==> config.mk <==
export PLATFORM = sky130hd
export DESIGN_NAME = btn_debounce_counter
export DESIGN_NICKNAME = d
export VERILOG_FILES = /design/src/rtl/btn_debounce_counter.sv
export SDC_FILE = /design/constraint.sdc
export NUM_CORES = 1
export LEC_CHECK = 0
export ABC_AREA = 1
export BUFFER_PORTS_ARGS = -buffer_cell sky130_fd_sc_hd__buf_2
export CORE_MARGIN = 2
export CORE_UTILIZATION = 40
export CTS_BUF_LIST = sky130_fd_sc_hd__clkbuf_2 sky130_fd_sc_hd__clkbuf_4 sky130_fd_sc_hd__clkbuf_8
export CTS_CLUSTER_DIAMETER = 80
export DETAILED_ROUTE_END_ITERATION = 10
export PLACE_DENSITY = 0.62
export REMOVE_ABC_BUFFERS = 1
export SYNTH_ARGS = -nofsm -noshare
export SYNTH_HDL_FRONTEND = slang
export SYNTH_SLANG_ARGS = --single-unit
==> constraint.sdc <==
create_clock -name clk -period 1.6 [get_ports clk]
set_clock_uncertainty 0.1 [all_clocks]
set_input_delay 0.08 -clock clk [delete_from_list [all_inputs] [get_ports clk]]
set_output_delay 0.08 -clock clk [all_outputs]
set_load 0.005 [all_outputs]
==> src/rtl/btn_debounce_counter.sv <==
// Push-button conditioner: 2-FF synchroniser, debounce FSM, press/release strobes,
// press counter and per-press LED toggle. Single clock domain, synchronous active-low reset.
module btn_debounce_counter #(
    parameter int unsigned DEBOUNCE_CYCLES = 1000,
    parameter int unsigned CNT_W           = 8
) (
    input  logic             clk,
    input  logic             rst_n,
    input  logic             ena,
    input  logic             btn_raw,
    input  logic             clr,
    output logic             btn_level,
    output logic             press_pulse,
    output logic             release_pulse,
    output logic [CNT_W-1:0] press_count,
    output logic             led
);

    localparam int unsigned         STAB_W    = $clog2(DEBOUNCE_CYCLES);
    localparam logic [STAB_W-1:0]   STAB_LAST = STAB_W'(DEBOUNCE_CYCLES - 1);

    typedef enum logic [1:0] {
        IDLE_LOW,
        CHK_HIGH,
        IDLE_HIGH,
        CHK_LOW
    } state_t;

    logic              sync1_q, sync1_d;
    logic              sync2_q, sync2_d;
    state_t            state_q, state_d;
    logic [STAB_W-1:0] stab_cnt_q, stab_cnt_d;
    logic              btn_level_q, btn_level_d;
    logic              press_pulse_q, press_pulse_d;
    logic              release_pulse_q, release_pulse_d;
    logic [CNT_W-1:0]  press_count_q, press_count_d;
    logic              led_q, led_d;

    always_comb begin
        // synchroniser runs regardless of ena
        sync1_d         = btn_raw;
        sync2_d         = sync1_q;
        state_d         = state_q;
        stab_cnt_d      = stab_cnt_q;
        btn_level_d     = btn_level_q;
        press_pulse_d   = 1'b0;
        release_pulse_d = 1'b0;
        press_count_d   = press_count_q;
        led_d           = led_q;

        if (ena) begin
            unique case (state_q)
                IDLE_LOW: begin
                    if (sync2_q) begin
                        state_d    = CHK_HIGH;
                        stab_cnt_d = '0;
                    end
                end
                CHK_HIGH: begin
                    if (!sync2_q) begin
                        state_d    = IDLE_LOW;
                        stab_cnt_d = '0;
                    end else if (stab_cnt_q == STAB_LAST) begin
                        state_d       = IDLE_HIGH;
                        stab_cnt_d    = '0;
                        btn_level_d   = 1'b1;
                        press_pulse_d = 1'b1;
                        press_count_d = press_count_q + CNT_W'(1);
                        led_d         = ~led_q;
                    end else begin
                        stab_cnt_d = stab_cnt_q + STAB_W'(1);
                    end
                end
                IDLE_HIGH: begin
                    if (!sync2_q) begin
                        state_d    = CHK_LOW;
                        stab_cnt_d = '0;
                    end
                end
                CHK_LOW: begin
                    if (sync2_q) begin
                        state_d    = IDLE_HIGH;
                        stab_cnt_d = '0;
                    end else if (stab_cnt_q == STAB_LAST) begin
                        state_d         = IDLE_LOW;
                        stab_cnt_d      = '0;
                        btn_level_d     = 1'b0;
                        release_pulse_d = 1'b1;
                    end else begin
                        stab_cnt_d = stab_cnt_q + STAB_W'(1);
                    end
                end
                default: begin
                    state_d    = IDLE_LOW;
                    stab_cnt_d = '0;
                end
            endcase
        end

        // clear overrides a simultaneous press increment, independent of ena
        if (clr) begin
            press_count_d = '0;
        end
    end

    always_ff @(posedge clk) begin
        if (!rst_n) begin
            sync1_q         <= 1'b0;
            sync2_q         <= 1'b0;
            state_q         <= IDLE_LOW;
            stab_cnt_q      <= '0;
            btn_level_q     <= 1'b0;
            press_pulse_q   <= 1'b0;
            release_pulse_q <= 1'b0;
            press_count_q   <= '0;
            led_q           <= 1'b0;
        end else begin
            sync1_q         <= sync1_d;
            sync2_q         <= sync2_d;
            state_q         <= state_d;
            stab_cnt_q      <= stab_cnt_d;
            btn_level_q     <= btn_level_d;
            press_pulse_q   <= press_pulse_d;
            release_pulse_q <= release_pulse_d;
            press_count_q   <= press_count_d;
            led_q           <= led_d;
        end
    end

    assign btn_level     = btn_level_q;
    assign press_pulse   = press_pulse_q;
    assign release_pulse = release_pulse_q;
    assign press_count   = press_count_q;
    assign led           = led_q;

endmodule

# Yosys cells after proc, flatten, opt, wreduce, memory -nomap -nowiden
# Index checks and enable logic that the tools add are counted.
# word_totals
ff_bits,26
in_bits,5
out_inout_bits,12
elab_cells,55
# op_classes
muxes,19
bitwise_logic,4
eq_ne,12
reduce_logical,9
add_sub_neg,2
# ops
cell,n
10-bit 2-to-1 mux,5
10-bit case mux with 4 select lines,1
2-bit 2-to-1 mux,6
2-bit inequality test (second input constant),6
10-bit by 1-bit adder with 10-bit output (second input constant),1
10-bit equality test (second input constant),1
8-bit by 1-bit adder with 8-bit output (second input constant),1
2-bit case mux with 4 select lines,1
4-bit AND reduction,2
3-bit inequality test (second input constant),2
6-bit AND reduction,1
1-bit 2-to-1 mux,5
5-bit AND reduction,1
2-bit equality test (second input constant),2
1-bit NOT,4
4-bit OR reduction,1
3-bit AND reduction,1
2-bit by 1-bit equality test with 1-bit output (second input constant),1
2-bit logical NOT,1
1-bit case mux with 2 select lines,1
2-bit nonzero test,1
2-bit OR reduction,1

# Logic depth before layout (Yosys ltp)
# Gate-level depths: netlist of run 1.
# logic_depth
word_depth,4
ltp_mapped,9
mapped_depth_nobuf,9

# Worst setup path before layout of run 1
# No wires, ideal clock.
# synth_timing
path_type,register to register
startpoint,reg stab_cnt_q[1]
endpoint,reg stab_cnt_q[4]
setup_slack_ps,171
arrival_ps,1214
path_buffers,0
setup_ps,115
period_less_slack_ps,1429
stages_incl_launch_ff,9
required_ps,1385
path_cell_list,dfxtp_1 ha_1 nand2_1 nor2_4 nand2_1 nand2_1 nand2_1 nand3_1 nor2_1
# synth_between
elab_chain_cells,4
word_cells_on_any_way,6
cone_classes,add/sub: 1; eq/ne: 1; mux: 4
# synth_lines
item,line,source
start: declaration,32,"logic [STAB_W-1:0] stab_cnt_q, stab_cnt_d;"
start signal: assignment,121,stab_cnt_q <= stab_cnt_d;
10-bit by 1-bit adder with 10-bit output or 10-bit equality test (tied branches),-,
10-bit 2-to-1 mux (*),"63, 84",
10-bit 2-to-1 mux (on tied branches),"81, 60",
10-bit case mux with 4 select lines (*),52,unique case (state_q)
# Every way passes the cells marked *; elsewhere a longest branch is shown, timed or not.
# A chain may end at the register's enable or synchronous reset.

# Worst setup path after layout of run 1
# layout_timing
startpoint,reg stab_cnt_q[1]
endpoint,"reg press_count_q[2], in the netlist press_count[2]"
# layout_between
elab_chain_cells,2
# layout_lines
item,line,source
10-bit equality test,63,end else if (stab_cnt_q == STAB_LAST) begin
4-bit AND reduction (no source line),-,
end signal: assignment,125,press_count_q <= press_count_d;
end: declaration,36,"logic [CNT_W-1:0] press_count_q, press_count_d;"
# No other way between the ends.

==> qor.yml, run 1 <==
synth:
  synth_top_family_by_area: "simple AND/OR/NAND/NOR gates"
  synth_compound_area_share_pct: 13.6
  synth_mux_area_share_pct: 0
  synthesis.instances: 205
  yosysWarnings: 0
  avgSynthCellArea_um2: 6.65
  synth-simple-area-share_pct: 35.3
  synth_fa_ha_area_share_pct: 1.84
  synth_top_area_cell: "dfxtp_1"
  synth_seq_cells: 26
  synth_xor_area_share_pct: 1.93
  synth_area_um2: 1360
  synth_top_area_share_pct: 38.2
  synth_area_leaders: "dfxtp_1, nand2_1, inv_1, a21oi_1, nor2_1"
  ys_types: 24
  ys_seq_area_share_pct: 38.2
grt:
  grt_max_degree: 16
  grt_pass1_wl_mm: 5.00
  grt_pass1_vias: 1190
  grt_usage_pct: 16.0
  grt-ovfl-total: 0
  antenna_found_initial: 0
critical_path:
  reg2reg_slack_ns: 0.11
  timing.rr.start: "stab_cnt_q[1]"
  critPathBufInv: 1
  crit_fanout: 7
  crit_family: "simple AND/OR/NAND/NOR gates"
  crit_top_cell: "nand2_1"
  crit_chain: "ha_2 -> nand2_1 -> nor2_4 -> nand4_4 -> clkinv_2 -> nand2_1 -> a21oi_1"
  cp-start-kind: "register"
  rr_endpoint: "press_count[2]"
  slowest_delay_ns: 0.37
  path_class: "reg -> reg"
  endpoint_kind: "register"
  reg2regPathDepth: 7
  arrival_ns: 1.65
  required_ns: 1.76
  cpMaxStageDelayCell: "dfxtp_2"
cells_and_area:
  antenna_cells: 0
  syn_to_final_growth_pct: 17.9
  num-fill-cells: 340
  layout_common_cells: "nand2_1, inv_1, dfxtp_1, a21oi_1, nor2_1"
  mostFrequentLayoutCell: "nand2_1"
  fin_util_pct: 48.5
  design_area_um2: 1610
  final_nets: 239
  drive_gt1_share_pct: 15.2
cts:
  htree_levels: 1
  clock-sinks: 26
  clkSlewWorstSetupHoldPaths_ns: 0.14
  insertion_delay_ns: 0.32
  cts_buffers: 3
  cts_tree: "built"
  clockBufferDepth: 2
  cts_root_buf: "clkbuf_4"
floorplanning:
  initial_core_util_pct: 41.2
  row_count: 21
  die_w_um: 62.4
  die_h_um: 62.4
  io_pins: 17
  dieArea_um2: 3890
  core_area_um2: 3310
timing:
  worst_pin_slew_ns: 0.354
  period_share_pct: 92.9
  finalSetupTns_ns: 0
  period_needed_ns: 1.49
  relSlewSlack_pct: 76.3
  maxSlewViolCount: 0
  finalHoldViolCount: 0
  setup_viol: 0
  clock.fmax_ghz: 0.673
min_path:
  worst_hold_path.num_cells: 2
  worstHoldPathType: "reg -> reg"
  whs_endpoint: "sync2_q"
  hp-start: "sync1_q"
detailed_routing:
  dr.pass1.iters: 4
  wl_mm: 2.84
  viasPerCell: 4.77
  drtIter0Drc: 71
  ant_nets: 0
  wl_per_cell_um: 10.3
  drc: 0
  vias: 1316
flow_run:
  drv_cap: 0
placed_design:
  place.gp.congestion: 0.758
  portBuffers: 16
  placed_cell_area_um2: 1500
  dp_hpwl_mm: 2.11
run_status:
  status: "finished clean"
power_and_ir_drop:
  cellLeakagePower_nw: 0.708
  ir_worst_vdd_v: 0.000565
  power.density_nw_per_um2: 625
[synthesized netlist by cell type, drive strengths merged]
master and instances:
inv 29, nand4 5, dfxtp 26, buf 1, o21bai 3, a21oi 22, clkbuf 1, nand2 64
xor2 3, o21ai 9, nor3b 1, nor4 1, clkinv 1, nor2 22, nor3 2, ha 2
nand3 13
[cell families after synthesis]
group | count (synthesis)
compound gates | 34
xor+xnor | 3
fa+ha+maj | 2
buf+inv | 32
flops | 26
simple gates | 108
[registers in the layout (all words and copies together), names as in the netlist, named ones only]
| signal | flops |
|---|---|
| press_pulse | 1 |
| release_pulse | 1 |
| press_count | 8 |
| stab_cnt_q | 10 |
| led | 1 |
| state_q | 1 |
| sync1_q | 1 |
| btn_level | 1 |
| sync2_q | 1 |
[cell type report]
class                      count  area, um2  area share (%)
sequential                    26        523            32.6
clock buffer                   3       22.5            1.40
tap                           46       57.6            3.58
multi-input combinational    147        737            45.9
inverter                      30        114            7.09
timing repair buffer          24        153            9.50
[through the flow]
| stage | setup slack, ns | total power [mW] | hold slack, ns | instances |
|---|---|---|---|---|
| finish | 0.113 | 1.00 | 0.333 | 276 |
| detailed placement | 0.0714 | 0.727 | 0.169 | 267 |
| global placement | 0.110 | 0.726 | 0.167 | 267 |
| global route | -0.0221 | 1.05 | 0.375 | 276 |
| CTS | 0.0349 | 1.02 | 0.335 | 275 |
| floorplan | 0.172 | 0.703 | 0.0735 | 203 |
[layer usage]
layer | track usage [%] | wire length [um] | vias to the layer above | share of wire (%)
met5 | 0 | 0 | - | 0
met4 | 6.11 | 46 | 0 | 1.6
met3 | 3.80 | 85 | 4 | 3.0
met2 | 28.3 | 1380 | 19 | 48
met1 | 18.8 | 1330 | 591 | 47
li1 | - | - | 702 | -
[where the power goes]
group	internal (mW)	leakage, nW	switching, mW
logic	0.0239	0.483	0.0412
clock network	0.0884	0.0138	0.194
registers	0.652	0.211	0.00445
[worst max path at each step]
stage / start / to / slack (ns) / depth (start not counted)
finish: stab_cnt_q[1] / press_count[2] / 0.11 / 7
global route: stab_cnt_q[1] / stab_cnt_q[6] / -0.02 / 8
CTS: stab_cnt_q[1] / press_count[2] / 0.03 / 7
detailed placement: stab_cnt_q[1] / stab_cnt_q[4] / 0.07 / 8
global placement: stab_cnt_q[1] / stab_cnt_q[4] / 0.11 / 8
floorplan: stab_cnt_q[1] / stab_cnt_q[5] / 0.17 / 8
[repair_timing]
item / 4_1_cts / 5_1_grt
hold buffers: 5 / 0
hold endpoints to repair: 14 / 0
setup endpoints to repair: 0 / 16
resized for setup: 0 / 8
setup buffers: 0 / 1
[worst reg2reg max path, cell delays in order, from the launching register on]
cell	delay (ns)
dfxtp_2	0.37
ha_2	0.19
nand2_1	0.12
nor2_4	0.17
nand4_4	0.17
clkinv_2	0.13
nand2_1	0.06
a21oi_1	0.13
Power figures use the tool's default switching activity.
==> run 2: changes to the inputs <==
--- a/config.mk
+++ b/config.mk
@@ -7,10 +7,11 @@
 export LEC_CHECK = 0
 export ABC_AREA = 1
 export BUFFER_PORTS_ARGS = -buffer_cell sky130_fd_sc_hd__buf_2
-export CORE_MARGIN = 2
+export CORE_MARGIN = 1
 export CORE_UTILIZATION = 40
 export CTS_BUF_LIST = sky130_fd_sc_hd__clkbuf_2 sky130_fd_sc_hd__clkbuf_4 sky130_fd_sc_hd__clkbuf_8
 export CTS_CLUSTER_DIAMETER = 80
+export CTS_CLUSTER_SIZE = 40
 export DETAILED_ROUTE_END_ITERATION = 10
 export PLACE_DENSITY = 0.62
 export REMOVE_ABC_BUFFERS = 1
==> qor.yml, run 2 (synthesis gave the netlist of run 1 again) <==
cts:
  cts_buffers: 3
  clock-sinks: 26
  insertion_delay_ns: 0.32
  post_cts_buffers: 0
  htree_levels: 1
  clkSlewWorstSetupHoldPaths_ns: 0.14
  cts_tree: "built"
  clockBufferDepth: 2
  cts_root_buf: "clkbuf_4"
run_status:
  status: "finished clean"
cells_and_area:
  mostFrequentLayoutCell: "nand2_1"
  layout_common_cells: "nand2_1, inv_1, dfxtp_1, a21oi_1, nor2_1"
  fin_util_pct: 50.8
  largest_reg_flops: 10
  syn_to_final_growth_pct: 17.6
  top_register: "stab_cnt_q"
  final_nets: 239
  instances_no_fill: 275
  num-fill-cells: 350
  antenna_cells: 0
  drive_gt1_share_pct: 16.0
timing:
  clock.fmax_ghz: 0.687
  finalHoldViolCount: 0
  period_share_pct: 91.0
  fin_ws_ns: 0.144
  relSlewSlack_pct: 76.2
  setup_viol: 0
  maxSlewViolCount: 0
  worst_pin_slew_ns: 0.354
  finalSetupTns_ns: 0
  period_needed_ns: 1.46
detailed_routing:
  viasPerCell: 4.68
  vias: 1287
  drtIter0Drc: 63
  wl_mm: 2.73
  drc: 0
  ant_nets: 0
  dr.pass1.iters: 4
  wl_per_cell_um: 9.91
critical_path:
  arrival_ns: 1.62
  cpMaxStageDelayCell: "dfxtp_2"
  rr_endpoint: "press_count[1]"
  crit_family: "simple AND/OR/NAND/NOR gates"
  path_class: "reg -> reg"
  required_ns: 1.76
  endpoint_kind: "register"
  slowest_delay_ns: 0.36
  cp-start-kind: "register"
  reg2regPathDepth: 7
  critPathBufInv: 1
  worstSetupEndpoint: "press_count[1]"
  reg2reg_slack_ns: 0.14
  crit_chain: "ha_1 -> nand2_2 -> nor2_4 -> nand4_4 -> clkinv_2 -> nand2_1 -> a21oi_1"
  critPathLaunch: "stab_cnt_q[1]"
  crit_fanout: 7
  cp_num_cells: 7
  timing.rr.start: "stab_cnt_q[1]"
floorplanning:
  io_pins: 17
  die_w_um: 60.4
  dieArea_um2: 3640
  die_h_um: 60.4
  initial_core_util_pct: 43.2
  row_count: 20
  core_area_um2: 3150
min_path:
  hp-start: "sync1_q"
  worstHoldPathType: "reg -> reg"
grt:
  grt-ovfl-total: 0
  grt_pass1_wl_mm: 4.66
  antenna_found_initial: 0
  grt_pass1_vias: 1140
  grt_max_degree: 15
  grt_usage_pct: 16.6
flow_run:
  drv_cap: 0
power_and_ir_drop:
  cellLeakagePower_nw: 0.720
  ir_worst_vdd_v: 0.000506
  power.density_nw_per_um2: 657
placed_design:
  dp_slack_ns: 0.0838
  place.gp.congestion: 0.830
  dp_hpwl_mm: 2.09
  placed_cells: 267
  portBuffers: 16
==> run 2: area by class of cell <==
type,count,area [um2],area share (%)
inverter,30,114,7.10
timing repair buffer,24,150,9.37
multi-input combinational,147,724,45.2
tap,44,55.1,3.43
clock buffer,4,36.3,2.26
sequential,26,523,32.6
==> run 2: worst register-to-register path: stages (launching register included) <==
cell and delay (ns):
dfxtp_2 0.36, ha_1 0.20, nand2_2 0.10, nor2_4 0.17
nand4_4 0.17, clkinv_2 0.13, nand2_1 0.05, a21oi_1 0.12
==> run 2: what timing repair did <==
| action | CTS | global route |
|---|---|---|
| gates resized for setup | 0 | 5 |
| hold buffers | 4 | 0 |
| endpoints found under the setup margin | 0 | 15 |
| endpoints found under the hold margin | 10 | 0 |
==> run 2: where the power goes <==
part	total [mW]	switching [mW]	internal, mW	leakage, nW
clock	0.333	0.193	0.139	0.0210
combinational	0.0635	0.0397	0.0238	0.488
sequential	0.656	0.00401	0.652	0.211
==> run 2: worst min path at each step <==
stage | slack, ns | depth (start not counted) | endpoint
finish | 0.33 | 2 | sync2_q
global route | 0.34 | 2 | sync2_q
CTS | 0.33 | 2 | sync2_q
detailed placement | 0.17 | 3 | sync1_q
global placement | 0.17 | 3 | sync1_q
floorplan | 0.07 | 2 | sync1_q
==> run 2: routing by layer <==
layer  vias to the layer above  GRT usage, %  part of all wire, %
li1                        707             -                    -
met1                       564          21.5                   52
met2                        14          27.5                   45
met3                         2          4.26                  2.4
met4                         0          3.99                 0.40
met5                         -             0                    0
==> run 2: through the flow <==
| stage | hold WS, ns | cell area, um2 | total power [mW] |
|---|---|---|---|
| detailed placement | 0.174 | 1520 | 0.727 |
| global route | 0.344 | 1600 | 1.10 |
| finish | 0.326 | 1600 | 1.05 |
| CTS | 0.332 | 1590 | 1.08 |
| global placement | 0.167 | 1520 | 0.729 |
| floorplan | 0.0735 | 1350 | 0.703 |
==> run 3: changes to the inputs <==
--- a/config.mk
+++ b/config.mk
@@ -7,13 +7,15 @@
 export LEC_CHECK = 0
 export ABC_AREA = 1
 export BUFFER_PORTS_ARGS = -buffer_cell sky130_fd_sc_hd__buf_2
+export CELL_PAD_IN_SITES_DETAIL_PLACEMENT = 0
+export CELL_PAD_IN_SITES_GLOBAL_PLACEMENT = 2
 export CORE_MARGIN = 1
-export CORE_UTILIZATION = 40
+export CORE_UTILIZATION = 32
 export CTS_BUF_LIST = sky130_fd_sc_hd__clkbuf_2 sky130_fd_sc_hd__clkbuf_4 sky130_fd_sc_hd__clkbuf_8
 export CTS_CLUSTER_DIAMETER = 80
 export CTS_CLUSTER_SIZE = 40
 export DETAILED_ROUTE_END_ITERATION = 10
-export PLACE_DENSITY = 0.62
+export PLACE_DENSITY = 0.83
 export REMOVE_ABC_BUFFERS = 1
 export SYNTH_ARGS = -nofsm -noshare
 export SYNTH_HDL_FRONTEND = slang
==> qor.yml, run 3 (synthesis gave the netlist of run 1 again) <==
cts:
  cts_tree: "built"
  htree_levels: 1
  clkSlewWorstSetupHoldPaths_ns: 0.09
  clockBufferDepth: 2
  clock-sinks: 26
  cts_buffers: 3
  cts_root_buf: "clkbuf_8"
  insertion_delay_ns: 0.27
grt:
  grt_pass1_vias: 1194
  grt-ovfl-total: 0
  grt_pass1_wl_mm: 5.29
  grt_usage_pct: 15.3
  grt_max_degree: 15
  antenna_found_initial: 0
detailed_routing:
  vias: 1330
  wl_per_cell_um: 11.1
  wl_mm: 3.10
  ant_nets: 0
  dr.pass1.iters: 4
  drc: 0
  viasPerCell: 4.75
  drtIter0Drc: 48
timing:
  fin_ws_ns: 0.133
  setup_viol: 0
  relSlewSlack_pct: 75.9
  whs_ns: 0.0418
  period_share_pct: 91.7
  period_needed_ns: 1.47
  rsz0062_at_grt: "no"
  maxSlewViolCount: 0
  worst_pin_slew_ns: 0.361
  finalHoldViolCount: 0
  finalSetupTns_ns: 0
  clock.fmax_ghz: 0.682
cells_and_area:
  final_nets: 238
  largest_reg_flops: 10
  seq_area_um2: 523
  syn_to_final_growth_pct: 20.4
  multi_input_area_um2: 747
  num-fill-cells: 432
  drive_gt1_share_pct: 18.3
  layout_common_cells: "nand2_1, inv_1, dfxtp_1, a21oi_1, nor2_1"
  mostFrequentLayoutCell: "nand2_1"
  top_register: "stab_cnt_q"
  antenna_cells: 0
critical_path:
  cp-start-kind: "register"
  crit_family: "simple AND/OR/NAND/NOR gates"
  crit_fanout: 7
  cpMaxStageDelayCell: "dfxtp_2"
  endpoint_kind: "register"
  timing.rr.start: "stab_cnt_q[0]"
  path_class: "reg -> reg"
  reg2reg_slack_ns: 0.13
  critPathBufInv: 1
  required_ns: 1.67
  reg2regPathDepth: 7
  arrival_ns: 1.53
  slowest_delay_ns: 0.36
  crit_chain: "ha_4 -> nand2_2 -> nor2_4 -> nand4_4 -> buf_4 -> nand2_1 -> a21oi_1"
  rr_endpoint: "press_count[4]"
min_path:
  worst_hold_path.num_cells: 3
  worstHoldPathType: "in -> reg"
  hp-start: "rst_n"
  whs_endpoint: "press_pulse"
power_and_ir_drop:
  cellLeakagePower_nw: 0.723
  ir_worst_vdd_v: 0.000229
  power.density_nw_per_um2: 702
floorplanning:
  initial_core_util_pct: 33.6
  die_h_um: 67.3
  io_pins: 17
  core_area_um2: 4060
  die_w_um: 67.3
  dieArea_um2: 4520
  row_count: 23
run_status:
  status: "finished clean"
placed_design:
  dp_hpwl_mm: 2.34
  place.gp.congestion: 0.847
  portBuffers: 16
  dp_slack_ns: 0.0115
flow_run:
  drv_cap: 0
## run 3: routing by layer
layer / share of wire (%) / track usage (%) / vias up / wire length, um
li1: - / - / 705 / -
met1: 50 / 21.3 / 594 / 1540
met2: 46 / 23.8 / 27 / 1420
met3: 3.2 / 2.03 / 4 / 98
met4: 1.2 / 5.59 / 0 / 37
met5: 0 / 0 / - / 0
## run 3: power by group
| part | total (mW) | internal (mW) | switching (mW) | leakage (nW) |
|---|---|---|---|---|
| Combinational | 0.0621 | 0.0210 | 0.0411 | 0.483 |
| Clock | 0.433 | 0.220 | 0.213 | 0.0288 |
| Sequential | 0.655 | 0.651 | 0.00423 | 0.211 |
| Total | 1.15 | 0.892 | 0.258 | 0.723 |
## run 3: worst reg2reg max path, stage by stage, from the launching register on
cell and delay [ns]:
dfxtp_2 0.36, ha_4 0.15, nand2_2 0.09, nor2_4 0.20
nand4_4 0.18, buf_4 0.19, nand2_1 0.04, a21oi_1 0.06
## run 3: what timing repair did
item                                    in CTS  in global routing
gates resized for setup                      0                 11
gates cloned                                 0                  0
buffers inserted                             0                  1
endpoints found under the setup margin       2                 15
hold endpoints to repair                     3                  0
hold buffers                                 2                  0
pin swaps                                    1                  2
## run 3: worst max-delay path by stage
stage	from	to	depth (start not counted)
4_1_cts	stab_cnt_q[1]	stab_cnt_q[5]	8
3_5_place_dp	stab_cnt_q[1]	stab_cnt_q[5]	8
3_3_place_gp	stab_cnt_q[1]	stab_cnt_q[5]	8
6_report	stab_cnt_q[0]	press_count[4]	7
5_1_grt	stab_cnt_q[1]	press_count[3]	7
2_1_floorplan	stab_cnt_q[1]	stab_cnt_q[5]	8
## run 3: through the flow
stage / total power [mW] / cells / utilization, % / area (um2)
after floorplan: 0.703 / 203 / - / 1350
after global placement: 0.729 / 273 / 37.6 / 1520
after detailed placement: 0.729 / 273 / 37.6 / 1520
after CTS: 1.17 / 279 / 39.4 / 1600
after global routing: 1.20 / 280 / 40.4 / 1640
final: 1.15 / 280 / 40.4 / 1640
## run 3: cell type report
| cell class | count | share of cell area (%) |
|---|---|---|
| flip-flops and latches | 26 | 31.9 |
| well taps | 50 | 3.81 |
| clock buffers | 4 | 3.36 |
| inverters | 30 | 7.02 |
| repair buffers | 23 | 8.39 |
| multi-input cells | 147 | 45.5 |
